[src/rtl/alu_pkg.sv]
// rtl/alu_pkg.sv - opcodes, ASCII ALU op codes, FSM encoding and op-decode helpers
package alu_pkg;

    localparam logic [3:0] OP_ADD = 4'd0;
    localparam logic [3:0] OP_SUB = 4'd1;
    localparam logic [3:0] OP_INC = 4'd2;
    localparam logic [3:0] OP_DEC = 4'd3;
    localparam logic [3:0] OP_AND = 4'd4;
    localparam logic [3:0] OP_OR  = 4'd5;
    localparam logic [3:0] OP_XOR = 4'd6;
    localparam logic [3:0] OP_NOT = 4'd7;
    localparam logic [3:0] OP_RLC = 4'd8;
    localparam logic [3:0] OP_RRC = 4'd9;

    // ASCII strings as seen by the ALU; NOP matches nothing so the ALU holds its output
    localparam logic [24:0] ALU_NOP = 25'h0000000;
    localparam logic [24:0] ALU_ADD = 25'h000002B;
    localparam logic [24:0] ALU_AND = 25'h0000026;
    localparam logic [24:0] ALU_OR  = 25'h000007C;
    localparam logic [24:0] ALU_XOR = 25'h000005E;
    localparam logic [24:0] ALU_NOT = 25'h000007E;
    localparam logic [24:0] ALU_RLC = 25'h0524C43;
    localparam logic [24:0] ALU_RRC = 25'h0525243;

    typedef enum logic [1:0] {
        ST_IDLE = 2'd0,
        ST_RUN  = 2'd1,
        ST_RESP = 2'd2
    } state_t;

    function automatic logic op_is_legal(input logic [3:0] op);
        return op <= OP_RRC;
    endfunction

    function automatic logic op_is_logic(input logic [3:0] op);
        return (op == OP_AND) || (op == OP_OR) || (op == OP_XOR) || (op == OP_NOT);
    endfunction

    function automatic logic [24:0] op_ascii(input logic [3:0] op);
        case (op)
            OP_ADD, OP_SUB, OP_INC, OP_DEC: return ALU_ADD;
            OP_AND:                         return ALU_AND;
            OP_OR:                          return ALU_OR;
            OP_XOR:                         return ALU_XOR;
            OP_NOT:                         return ALU_NOT;
            OP_RLC:                         return ALU_RLC;
            OP_RRC:                         return ALU_RRC;
            default:                        return ALU_NOP;
        endcase
    endfunction

    // Carry fed into the first slot; SUB and INC are both "+1" on top of the addend
    function automatic logic first_carry(input logic [3:0] op, input logic cin);
        case (op)
            OP_ADD, OP_RLC, OP_RRC: return cin;
            OP_SUB, OP_INC:         return 1'b1;
            default:                return 1'b0;
        endcase
    endfunction

endpackage

[src/rtl/alu_chain_ctrl.sv]
// rtl/alu_chain_ctrl.sv - sequences a WIDTH-bit operation through a 4-bit ALU one nibble per slot
module alu_chain_ctrl
    import alu_pkg::*;
#(
    parameter int WORDS   = 4,
    parameter int ALU_LAT = 1
) (
    input  logic                 clk,
    input  logic                 reset_n,
    input  logic                 cmd_valid,
    output logic                 cmd_ready,
    input  logic [3:0]           cmd_op,
    input  logic [4*WORDS-1:0]   cmd_a,
    input  logic [4*WORDS-1:0]   cmd_b,
    input  logic                 cmd_cin,
    output logic                 rsp_valid,
    input  logic                 rsp_ready,
    output logic [4*WORDS-1:0]   rsp_data,
    output logic                 rsp_carry,
    output logic                 rsp_zero,
    output logic                 rsp_err,
    output logic [3:0]           alu_in1,
    output logic [3:0]           alu_in2,
    output logic                 alu_c_in,
    output logic [24:0]          alu_op,
    input  logic [3:0]           alu_out,
    input  logic                 alu_c_out
);

    localparam int WIDTH  = 4 * WORDS;
    localparam int SLOT_W = (WORDS > 1) ? $clog2(WORDS) : 1;
    localparam int SUB_W  = $clog2(ALU_LAT + 1);

    state_t              state_q, state_d;
    logic [3:0]          op_q;
    logic [WIDTH-1:0]    a_q, b_q, acc_q, acc_next;
    logic                carry_q, carry_next;
    logic [SLOT_W-1:0]   slot_q, nib;
    logic [SUB_W-1:0]    sub_q;
    logic [SLOT_W+1:0]   bit_base;
    logic [3:0]          a_nib, b_nib;
    logic                accept, slot_done, last_slot;

    assign accept    = cmd_valid && (state_q == ST_IDLE);
    assign slot_done = (state_q == ST_RUN) && (sub_q == SUB_W'(ALU_LAT));
    assign last_slot = (slot_q == SLOT_W'(WORDS - 1));

    // RRC walks MSB first so each nibble's shifted-out bit lands in the next lower nibble
    assign nib      = (op_q == OP_RRC) ? SLOT_W'(WORDS - 1) - slot_q : slot_q;
    assign bit_base = {nib, 2'b00};
    assign a_nib    = a_q[bit_base +: 4];
    assign b_nib    = b_q[bit_base +: 4];

    assign carry_next = op_is_logic(op_q) ? 1'b0 : alu_c_out;

    always_comb begin
        acc_next = acc_q;
        acc_next[bit_base +: 4] = alu_out;
    end

    always_ff @(posedge clk or negedge reset_n) begin
        if (!reset_n) begin
            state_q <= ST_IDLE;
        end else begin
            state_q <= state_d;
        end
    end

    always_comb begin
        state_d   = state_q;
        cmd_ready = 1'b0;
        rsp_valid = 1'b0;
        alu_op    = ALU_NOP;
        alu_in1   = 4'h0;
        alu_in2   = 4'h0;
        alu_c_in  = 1'b0;
        case (state_q)
            ST_IDLE: begin
                cmd_ready = 1'b1;
                if (cmd_valid) begin
                    state_d = op_is_legal(cmd_op) ? ST_RUN : ST_RESP;
                end
            end
            ST_RUN: begin
                alu_op   = op_ascii(op_q);
                alu_in1  = a_nib;
                alu_c_in = op_is_logic(op_q) ? 1'b0 : carry_q;
                case (op_q)
                    OP_ADD, OP_AND, OP_OR, OP_XOR: alu_in2 = b_nib;
                    OP_SUB:                        alu_in2 = ~b_nib;
                    OP_DEC:                        alu_in2 = 4'hF;
                    default:                       alu_in2 = 4'h0;
                endcase
                if (slot_done && last_slot) begin
                    state_d = ST_RESP;
                end
            end
            ST_RESP: begin
                rsp_valid = 1'b1;
                if (rsp_ready) begin
                    state_d = ST_IDLE;
                end
            end
            default: state_d = ST_IDLE;
        endcase
    end

    always_ff @(posedge clk or negedge reset_n) begin
        if (!reset_n) begin
            op_q      <= 4'h0;
            a_q       <= '0;
            b_q       <= '0;
            acc_q     <= '0;
            carry_q   <= 1'b0;
            slot_q    <= '0;
            sub_q     <= '0;
            rsp_data  <= '0;
            rsp_carry <= 1'b0;
            rsp_zero  <= 1'b0;
            rsp_err   <= 1'b0;
        end else if (accept) begin
            op_q    <= cmd_op;
            a_q     <= cmd_a;
            b_q     <= cmd_b;
            carry_q <= first_carry(cmd_op, cmd_cin);
            slot_q  <= '0;
            sub_q   <= '0;
            if (!op_is_legal(cmd_op)) begin
                rsp_data  <= '0;
                rsp_carry <= 1'b0;
                rsp_zero  <= 1'b1;
                rsp_err   <= 1'b1;
            end
        end else if (state_q == ST_RUN) begin
            if (slot_done) begin
                sub_q   <= '0;
                acc_q   <= acc_next;
                carry_q <= carry_next;
                if (last_slot) begin
                    slot_q    <= '0;
                    rsp_data  <= acc_next;
                    rsp_carry <= carry_next;
                    rsp_zero  <= (acc_next == '0);
                    rsp_err   <= 1'b0;
                end else begin
                    slot_q <= slot_q + SLOT_W'(1);
                end
            end else begin
                sub_q <= sub_q + SUB_W'(1);
            end
        end
    end

endmodule

[config.mk]
export PLATFORM = sky130hd
export DESIGN_NAME = alu_chain_ctrl
export DESIGN_NICKNAME = d
export VERILOG_FILES = /design/src/rtl/alu_pkg.sv /design/src/rtl/alu_chain_ctrl.sv
export SDC_FILE = /design/constraint.sdc
export NUM_CORES = 1
export LEC_CHECK = 0
export CORE_MARGIN = 2
export CORE_UTILIZATION = 40
export CTS_CLUSTER_DIAMETER = 40
export DETAILED_ROUTE_END_ITERATION = 16
export PLACE_DENSITY = 0.67
export SLEW_MARGIN = 30
export SYNTH_ARGS = -nofsm -noshare
export SYNTH_HDL_FRONTEND = slang
export SYNTH_SLANG_ARGS = --single-unit
[constraint.sdc]
create_clock -name clk -period 2.9 [get_ports clk]
set_clock_uncertainty 0.15 [all_clocks]
set_input_delay 0.29 -clock clk [delete_from_list [all_inputs] [get_ports clk]]
set_output_delay 0.29 -clock clk [all_outputs]
set_load 0.02 [all_outputs]
Word-level counts from Yosys, hierarchy flattened --
Memories as Yosys holds them, arrays and structs flattened. Cells that the tools add are included.
Storage, ports and cells: register bits 77, bits in read-only memories 240, bits of input ports 46, memories 1
Memories:
- (name not given) | depth 16, width 15, rd ports 1, clocked after memory_dff 0, wr ports 0, line alu_pkg.sv:40 | case (op)
Operators by class: add/subtract/negate cells 4, $lt $le $gt $ge 1, eq/ne operators 18, shift operators 4, muxes and demuxes 46, bitwise logic cells 2, reductions and logical operators 20
Operators with widths (count):
- $mux W16 | 5
- $shiftx A16 B5 Y4 | 2
- $mux W1 | 25
- $mux W25 | 1
- $mux W2 | 9
- $bwmux W16 | 1
- $eq A4 B3 Y1 const B | 4
- $logic_not A16 Y1 | 1
- $shift A4 B6 Y16 const A | 1
- $shiftx A4 B6 Y16 | 1
- $eq A4 B4 Y1 const B | 3
- $pmux W4 S3 | 1
- $eq A4 B1 Y1 const B | 2
- $eq A4 B2 Y1 const B | 2
- $logic_not A4 Y1 | 2
- $mux W4 | 2
- $ne A2 B2 Y1 const B | 3
- $neg A4 Y6 | 1
- $pmux W2 S3 | 1
- $reduce_and A3 Y1 | 2
- $reduce_bool A2 Y1 | 3
- $eq A2 B2 Y1 const B | 2
- $le A4 B4 Y1 const B | 1
- $not A4 Y4 | 1
- 15 further kinds | 19

Logic depth before layout (Yosys ltp) --
Gate-level depths: netlist of run 1.
word-level depth 10, mapped depth 9, gate-level depth less buffers 7

Worst setup path after synthesis of run 1 --
No wires, ideal clock.
path kind register -> output, start register slot_q[1], end output port alu_in2[0], arrival 2324 ps, required time 2460 ps, path slack 136 ps, cell stages (with the launch flop) 8, path buffers 2, path through dfrtp_1 clkbuf_1 clkbuf_1 mux4_2 mux2_2 nand2_1 a21oi_1 a211oi_1
On the way: longest elaborated chain between the ends 6
RTL lines:
- start, declared | line alu_chain_ctrl.sv:38 | logic [SLOT_W-1:0] slot_q, nib;
- start signal, assigned | line alu_chain_ctrl.sv:146 | slot_q <= slot_q + SLOT_W'(1);
- $sub A2 B2 Y2 | line alu_chain_ctrl.sv:49 | assign nib = (op_q == OP_RRC) ? SLOT_W'(WORDS - 1) - slot_q : slot_q;
- $mux W2 * | line alu_chain_ctrl.sv:49
- $shiftx A16 B5 Y4 * | line alu_chain_ctrl.sv:52 | assign b_nib = b_q[bit_base +: 4];
- $not A4 Y4 | line alu_chain_ctrl.sv:90 | OP_SUB: alu_in2 = ~b_nib;
- $pmux W4 S3 * | line alu_chain_ctrl.sv:88 | case (op_q)
- $mux W4 * | line alu_chain_ctrl.sv:77 | case (state_q)
- end, declared | line alu_chain_ctrl.sv:23 | output logic [3:0] alu_in2,
Every way passes the cells marked *; elsewhere a longest branch is shown, timed or not.

Worst setup path in the final report of run 1 --
start register slot_q[0], end output port alu_in2[3]
The elaborated chain is that of the path after synthesis.

==> out/metrics.csv, run 1 <==
stage;metric;value;unit
finish;num_antenna_cells;0;
yosys;synth_top_family_by_area;simple AND/OR/NAND/NOR gates;
finish;regArea;0.00193;sq mm
clock_tree;clockBufferDepth;2;
sta;fmax;0.357;GHz
global_routing;grt_max_degree;78;
pwr;p_per_area;1060;mW/mm^2
clock_tree;htree_levels;3;
yosys;synth_compound_area_frac;0.0955;
pwr;internal-power;3.40;mW
clock_tree;cts_buffers;9;
finish;area_growth;30.4;%
sta;period_share;0.967;
floorplan;ioPinCount;101;
global_routing;grt-ovfl-total;0;
clock_tree;root_buffer;clkbuf_8;
pwr;swShare;0.405;
pwr;pwr-share-seq;0.322;
finish;fillers;956;
global_routing;grt_pass1_vias;3327;
clock_tree;insertion_delay;350;ps
critical_path;regToRegSetupSlack;270;ps
floorplan;die_area;0.0112;sq mm
sta;setup_viol_count_final;0;
clock_tree;clk_pin_slew_worst_paths;80;ps
finish;drive_gt1_frac;0.148;
placement;place_area;0.00517;sq mm
critical_path;worstPathRequired;2460;ps
pwr;p_clk_frac;0.140;
yosys;yosys.area_share.simple;0.215;
yosys;synth-edff-count;0;
yosys;yosysUniqueCellTypes;46;
sta;rsz0062_at_grt;yes;
global_routing;grtUsageTotal;0.182;
sta;final_max_slew_viol_count;0;
global_routing;antenna_found_initial;0;
detailed_routing;antenna_left;0;
yosys;synthTopCellsByArea;dfrtp_1 46%, nand2_1 12%, mux4_2 6.5%, mux2_2 5.4%, mux2i_1 3.6%;
pwr;power.leakage;2.41;nW
yosys;synth_warnings;0;
yosys;synth_top_area_share;0.464;
pwr;p_sw;2.32;mW
yosys;synth_top_area_cell;dfrtp_1;
pwr;vdd_drop_max;0.000729;V
pwr;finalPower;5.72;mW
clock_tree;cts.sinks;77;
detailed_routing;vias_per_cell;5.04;
finish;layout_common_cells;135 x nand2_1, 81 x clkdlybuf4s50_1, 76 x dfrtp_1;
sta;max_slew_margin;0.547;
yosys;syn_area_per_cell;9.52;sq um
yosys;async_flop_share;1.00;
placement;dp_hpwl;7120;um
global_routing;grt_pass1_wl;16300;um
yosys;yosys-mux-area-fraction;0.158;
finish;final_common_cell;nand2_1;
yosys;synth_ff_type;dfrtp_1;
placement;numPortBuffers;90;
finish;final_core_util;0.532;
detailed_routing;drt-total-wl;9520;um
sta;hold_violations;0;
run;max-cap-violations;0;
finish;stdcell_area;0.00542;sq mm
detailed_routing;routed-via-count;3375;
floorplan;die_y;106;um
critical_path;cp-end-kind;primary output;
floorplan;core_area;0.0102;sq mm
yosys;synth-seq-area-share;0.464;
detailed_routing;wl_per_cell;14.2;um
sta;worstMarginPinSlew;680;ps
critical_path;worst-path-max-fanout;8;
placement;gp_congestion;0.812;
yosys;synth_area;0.00415;sq mm
critical_path;critPathArrivalTime;2360;ps
sta;hold_ws;314;ps
detailed_routing;dr.pass1.iters;5;
floorplan;initial_core_util;0.408;
finish;multi_input_area;0.00205;sq mm
critical_path;worstSetupPathType;reg -> out;
finish;nets;577;
pwr;combPwrFrac;0.539;
sta;fin_crit;2800;ps
floorplan;die_x;106;um
critical_path;startpoint_type;flop;
detailed_routing;drc;0;
detailed_routing;drt_first_iter_violations;138;
floorplan;rows;37;
clock_tree;cts_tree;yes;
yosys;synth-xor-area-share;0.00603;
status;status;complete, no violations;
yosys;syn_inst;436;
min_path;hold_path_class;in -> reg;
yosys;synth_adder_area_share;0.00301;
yosys;ys_ff_latch;77;
-- state kept, by name, summed over array words and instances, names as in the netlist --
register	cells
a_q	16
rsp_zero	1
rsp_carry	1
sub_q	1
rsp_data	16
state_q	2
b_q	16
op_q	4
carry_q	1
rsp_err	1
slot_q	2
acc_q	16
-- worst max-delay path, stage by stage, from the launching register on --
cell	delay (ps)
dfrtp_1	400
buf_12	150
mux4_2	500
mux2_2	280
nand2_1	70
a21oi_1	60
a211oi_1	220
clkdlybuf4s15_1	330
-- kinds of logic (layout without fill, tap and decap cells) --
family,count (synthesis),count (layout)
other,1,10
muxes,48,48
adders and majority gates,1,1
buffers and inverters,42,130
xor gates and xnor gates,2,2
and+or+nand+nor,202,202
DFF,77,77
AOI/OAI and AO/OA,63,63
-- cell type report --
class | instances | area share
multi-input combinational | 326 | 0.378
sequential | 77 | 0.356
timing repair buffer | 110 | 0.196
tap | 136 | 0.0314
clock buffer | 10 | 0.0254
clock inverter | 4 | 0.00924
inverter | 6 | 0.00416
-- power by group through the flow --
stage	clock network, mW	registers, mW	logic [mW]
global route	0.864	1.91	3.40
finish	0.799	1.84	3.08
global placement	0	1.82	3.04
detailed placement	0	1.85	3.10
CTS	0.818	1.84	3.09
floorplan	0	1.82	2.06
-- repair_timing --
item | CTS | global route
endpoints found under the setup margin | 8 | 5
gates resized for setup | 18 | 7
hold endpoints to repair | 77 | 0
setup buffers | 2 | 1
cloned | 0 | 0
pin swaps | 1 | 2
hold buffers | 1 | 0
-- layer usage --
layer | up-vias | GRT usage | part of all wire
met5 | - | 0 | 0
met4 | 0 | 0.0470 | 0.0059
met3 | 6 | 0.0374 | 0.057
met2 | 106 | 0.315 | 0.50
met1 | 1614 | 0.235 | 0.44
li1 | 1649 | - | -
-- Yosys cell counts, drive strengths merged (10+ instances only) --
library cell / instances
and2: 10
mux2: 21
buf: 22
a21oi: 11
clkbuf: 14
nand2: 135
mux2i: 15
nor2b: 12
nor2: 14
o21ai: 28
mux4: 12
dfrtp: 77
-- per-stage QoR --
| step | instances | setup WS (ps) | setup TNS, ps |
|---|---|---|---|
| 2_1_floorplan | 445 | 136 | 0 |
| 6_report | 669 | 95.3 | 0 |
| 3_3_place_gp | 651 | 68.3 | 0 |
| 4_1_cts | 668 | 2.58 | 0 |
| 5_1_grt | 669 | -57.9 | -66.9 |
| 3_5_place_dp | 651 | 55.0 | 0 |
-- path summary, 6_finish.rpt --
check / from / endpoint / cells past startpoint
worst max register to register: slot_q[1] / rsp_zero / 8
worst min-delay path: cmd_a[9] / a_q[9] / 3
min in group asynchronous: reset_n / rsp_data[11] / 2
max in group asynchronous: reset_n / slot_q[1] / 2
worst min register to register: rsp_data[3] / rsp_data[3] / 2
worst max-delay path: slot_q[0] / alu_in2[3] / 7
(Power assumes the default switching activity.)
==> inputs of run 2 (changes only) <==
==> constraint.sdc (replaced) <==
create_clock -name clk -period 2.9 [get_ports clk]
set_clock_uncertainty 0.15 [all_clocks]
set_input_delay 0.725 -clock clk [delete_from_list [all_inputs] [get_ports clk]]
set_output_delay 0.725 -clock clk [all_outputs]
set_load 0.02 [all_outputs]
==> run 2 against run 1 <==
  * The run now ends with setup timing left
  * Final area grew 3.0%
  * Total power grew 5.8%
  * Setup slack lost 250 ps
  * Routed wire length grew 3.2%
  * Combinational power grew 7.1%
  * Sequential power is essentially flat
  * Flip-flop and latch count is the same
  * Clock-buffer cell count grew 1
  * Critical path type unchanged
  * Fmax shrank 8.2%
  * Largest power group unchanged
  * Die area is the same
==> out/metrics.csv, run 2 (synthesis results as in run 1) <==
stage;metric;value;unit
detailed_routing;routed-via-count;3428;
clock_tree;cts.hold.buffers_added;0;
finish;regArea;0.00193;sq mm
detailed_routing;drt_first_iter_violations;98;
finish;final_common_cell;nand2_1;
global_routing;grt_max_degree;46;
clock_tree;clk_pin_slew_worst_paths;80;ps
floorplan;die_y;106;um
placement;gp_congestion;0.772;
global_routing;antenna_found_initial;0;
critical_path;worstPathRequired;2030;ps
clock_tree;cts.sinks;77;
clock_tree;cts_tree;yes;
clock_tree;htree_levels;3;
floorplan;initial_core_util;0.408;
placement;post-place-cells;663;
sta;rsz0062_at_grt;yes;
sta;max_slew_margin;0.659;
critical_path;cp-end-kind;primary output;
global_routing;grt-ovfl-total;0;
detailed_routing;drt-total-wl;9820;um
pwr;p_per_area;1090;mW/mm^2
floorplan;ioPinCount;101;
finish;layout_common_cells;134 x nand2_1, 76 x dfrtp_1, 67 x clkdlybuf4s50_1;
global_routing;grt_pass1_wl;16400;um
finish;multi_input_area;0.00210;sq mm
clock_tree;insertion_delay;350;ps
pwr;power.leakage;2.57;nW
detailed_routing;dr.pass1.iters;4;
finish;num_antenna_cells;0;
pwr;finalPower;6.05;mW
sta;period_share;1.05;
detailed_routing;vias_per_cell;5.05;
global_routing;grtUsageTotal;0.183;
critical_path;startpoint_type;flop;
clock_tree;root_buffer;clkbuf_8;
run;max-cap-violations;0;
finish;drive_gt1_frac;0.197;
clock_tree;cts_setup_buffers;0;
sta;timing.final.ws_setup;-154;ps
detailed_routing;wl_per_cell;14.5;um
status;violations;setup timing;
floorplan;die_x;106;um
sta;fin_crit;3050;ps
pwr;vdd_drop_max;0.000535;V
detailed_routing;antenna_left;0;
sta;fmax;0.327;GHz
detailed_routing;drc;0;
floorplan;die_area;0.0112;sq mm
critical_path;worst-path-max-fanout;6;
sta;setup_viol_count_final;8;
clock_tree;clockBufferDepth;2;
finish;fillers;939;
sta;hold_violations;0;
global_routing;grt_pass1_vias;3406;
finish;final_cell_count_no_fill;679;
placement;numPortBuffers;90;
finish;area_growth;34.3;%
status;status;finished with violations;
finish;final_core_util;0.548;
floorplan;core_area;0.0102;sq mm
critical_path;worstSetupPathType;reg -> out;
sta;worstMarginPinSlew;511;ps
critical_path;r2r-start;slot_q[1];
finish;nets;585;
critical_path;critPathArrivalTime;2180;ps
critical_path;worstSetupStartpoint;slot_q[0];
floorplan;rows;37;
min_path;hold_path_class;in -> async;
sta;final_max_slew_viol_count;0;
clock_tree;cts_buffers;9;
placement;dp_hpwl;7290;um
## run 2: worst paths after layout
path	end	depth (start not counted)	slack (ps)
max	alu_in2[1]	7	-150
min	rsp_data[10]	1	150
max reg2reg	rsp_zero	8	200
min reg2reg	a_q[7]	2	330
max in group asynchronous	acc_q[8]	2	1860
min in group clk	a_q[7]	2	330
## run 2: worst max-delay path, stage by stage (launching register included)
cell and delay [ps]:
dfrtp_1 430, buf_12 150, mux4_2 490, mux2_4 290
nand2_2 70, a21oi_2 50, a211oi_2 170, buf_4 180
## run 2: stage by stage
| step | worst slack (ps) | setup TNS, ps | area [sq um] | hold slack, ps |
|---|---|---|---|---|
| 6_report | -154 | -866 | 5580 | 152 |
| 5_1_grt | -241 | -1510 | 5580 | 186 |
| 4_1_cts | -179 | -1110 | 5570 | 166 |
| 3_5_place_dp | -268 | -1870 | 5310 | 309 |
| 3_3_place_gp | -248 | -1780 | 5310 | 307 |
| 2_1_floorplan | 9.28 | 0 | 4210 | 279 |
## run 2: final cells by class
class / count / share of cell area
multi-input combinational: 326 / 0.377
sequential: 77 / 0.346
inverter: 6 / 0.00404
clock buffer: 11 / 0.0253
tap: 136 / 0.0305
timing repair buffer: 118 / 0.203
clock inverter: 5 / 0.0148
## run 2: where the power goes
part	switching, mW	leakage [nW]	total [mW]	internal, mW
clock network	0.411	0.114	0.923	0.512
logic	1.68	1.47	3.30	1.62
registers	0.325	0.983	1.83	1.51
## run 2: repair_timing
| item | CTS | global route |
|---|---|---|
| pin swaps | 8 | 2 |
| setup endpoints to repair | 21 | 9 |
| resized for setup | 74 | 2 |
## run 2: layer usage
layer  wire (um)  track usage  part of all wire  up-vias
met5           0            0                 0        -
met4          99       0.0545             0.010        0
met3         473       0.0380             0.048       10
met2        4740        0.302              0.48       93
met1        4510        0.243              0.46     1662
li1            -            -                 -     1663
==> inputs of run 3 (changes only) <==
- CORE_MARGIN: 2 -> not set
==> run 3 against run 2 <==
  * The flow still finishes with violations (setup timing)
  * Fmax is 0.32% lower
  * Total power is 0.56% higher
  * Utilization is 1.7 points higher
  * Setup slack worse by 9.9 ps
  * Non-clock buffer count is 2 lower
  * Register-to-register slack hardly changed
  * Routed wire length is 2.0% higher
  * Critical path type unchanged
  * Largest power group unchanged
==> out/metrics.csv, run 3 (synthesis results as in run 1) <==
stage;metric;value;unit
critical_path;critPathArrivalTime;2190;ps
critical_path;crit_top_cell;buf_6;
critical_path;critical_path_depth;6;
min_path;hold_path_class;in -> async;
pwr;internal-power;3.67;mW
pwr;finalPower;6.09;mW
pwr;vdd_drop_max;0.000459;V
pwr;p_sw;2.42;mW
finish;drive_gt1_frac;0.198;
floorplan;rows;36;
critical_path;r2r-start;slot_q[0];
clock_tree;htree_levels;3;
sta;fin_crit;3060;ps
critical_path;regToRegSetupSlack;210;ps
clock_tree;clockBufferDepth;2;
clock_tree;root_buffer;clkbuf_8;
finish;final_common_cell;nand2_1;
floorplan;initial_core_util;0.419;
global_routing;grtUsageTotal;0.194;
critical_path;cp-end-kind;primary output;
critical_path;crit-reg2reg-capture;rsp_zero;
global_routing;grt_max_degree;42;
detailed_routing;drc;0;
finish;num_antenna_cells;0;
placement;dp_hpwl;7300;um
placement;numPortBuffers;90;
clock_tree;clk_pin_slew_worst_paths;70;ps
sta;final_max_slew_viol_count;0;
critical_path;critPathMaxStageDelay;490;ps
finish;final_core_util;0.564;
clock_tree;insertion_delay;350;ps
pwr;swShare;0.398;
finish;fillers;910;
finish;final_cell_count_no_fill;674;
finish;nets;583;
critical_path;worstSetupStartpoint;op_q[2];
global_routing;grt_pass1_wl;16500;um
critical_path;slowest_stage;mux4_2;
clock_tree;cts.sinks;77;
run;max-cap-violations;0;
pwr;combPwrFrac;0.545;
status;status;finished with violations;
global_routing;grt_pass1_vias;3387;
pwr;power.leakage;2.68;nW
critical_path;startpoint_type;flop;
clock_tree;cts_tree;yes;
floorplan;core_area;0.00991;sq mm
finish;area_growth;34.7;%
sta;setup_viol_count_final;8;
sta;timing.final.ws_setup;-164;ps
sta;fmax;0.326;GHz
status;violations;setup timing;
critical_path;critPathCapture;alu_in1[1];
global_routing;grt-ovfl-total;0;
pwr;p_clk_frac;0.152;
detailed_routing;wl_per_cell;14.9;um
finish;multi_input_area;0.00210;sq mm
placement;place_area;0.00526;sq mm
critical_path;critical_path.top_delay_family;simple AND/OR/NAND/NOR gates;
finish;layout_common_cells;132 x nand2_1, 76 x dfrtp_1, 67 x clkdlybuf4s50_1;
clock_tree;cts_buffers;9;
pwr;p_per_area;1090;mW/mm^2
floorplan;die_y;104;um
sta;rsz0062_at_grt;yes;
detailed_routing;routed-via-count;3388;
sta;hold_violations;0;
finish;stdcell_area;0.00559;sq mm
floorplan;ioPinCount;101;
detailed_routing;dr.pass1.iters;4;
critical_path;critical_path_buf_inv_count;2;
critical_path;worstSetupPathType;reg -> out;
detailed_routing;vias_per_cell;5.03;
global_routing;antenna_found_initial;0;
critical_path;worst-path-max-fanout;4;
detailed_routing;drt_first_iter_violations;158;
critical_path;r2r_cells;9;
placement;post-place-cells;656;
detailed_routing;antenna_left;0;
placement;gp_congestion;0.809;
clock_tree;cts.hold.buffers_added;0;
floorplan;die_x;104;um
finish;regArea;0.00193;sq mm
floorplan;die_area;0.0108;sq mm
detailed_routing;drt-total-wl;10000;um
sta;period_share;1.06;
critical_path;worstPathRequired;2030;ps
critical_path;worstPathCellList;and4bb_2 > xnor2_2 > buf_6 > mux4_2 > and2_4 > buf_6;
pwr;pwr-share-seq;0.303;
-- run 3: worst register-to-register path: stages, from the launching register on --
cell,delay (ps)
dfrtp_1,410
buf_4,140
buf_4,170
ha_1,390
and2_1,210
or3_1,330
o21ai_2,70
a221oi_2,90
or4b_1,530
o21ai_1,130
-- run 3: metrics by stage --
| step | hold WS, ps | setup slack [ps] | TNS (ps) |
|---|---|---|---|
| 3_5_place_dp | 310 | -282 | -1900 |
| 2_1_floorplan | 279 | 9.28 | 0 |
| 6_report | 169 | -164 | -1020 |
| 5_1_grt | 200 | -239 | -1690 |
| 3_3_place_gp | 303 | -239 | -1740 |
| 4_1_cts | 175 | -176 | -1160 |
-- run 3: repair_timing --
action / CTS / global route
gates cloned: 0 / 0
pin swaps: 8 / 2
setup endpoints to repair: 21 / 18
buffers inserted: 0 / 2
gates resized for setup: 64 / 19
-- run 3: worst min path at each step --
stage	end	slack (ps)	depth (start not counted)
finish	a_q[15]	170	1
global route	a_q[15]	200	1
CTS	a_q[5]	180	1
detailed placement	a_q[12]	310	2
global placement	a_q[14]	300	2
floorplan	a_q[0]	280	0
-- run 3: power groups by stage --
stage	Sequential [mW]	Combinational (mW)	Clock [mW]
floorplan	1.82	2.10	0
global placement	1.83	3.13	0
detailed placement	1.86	3.17	0
CTS	1.84	3.27	0.943
global route	1.90	3.61	0.992
finish	1.84	3.32	0.924
-- run 3: per-layer routing --
metal	GRT usage	wire (um)
met5	0	0
met4	0.0724	155
met3	0.0388	557
met2	0.310	4840
met1	0.260	4470
-- run 3: layout make-up --
type,count,area share
clock buffers,12,0.0277
multi-input cells,326,0.376
repair buffers,116,0.205
inverters,6,0.00403
flip-flops and latches,77,0.345
well taps,133,0.0298
clock inverters,4,0.0125
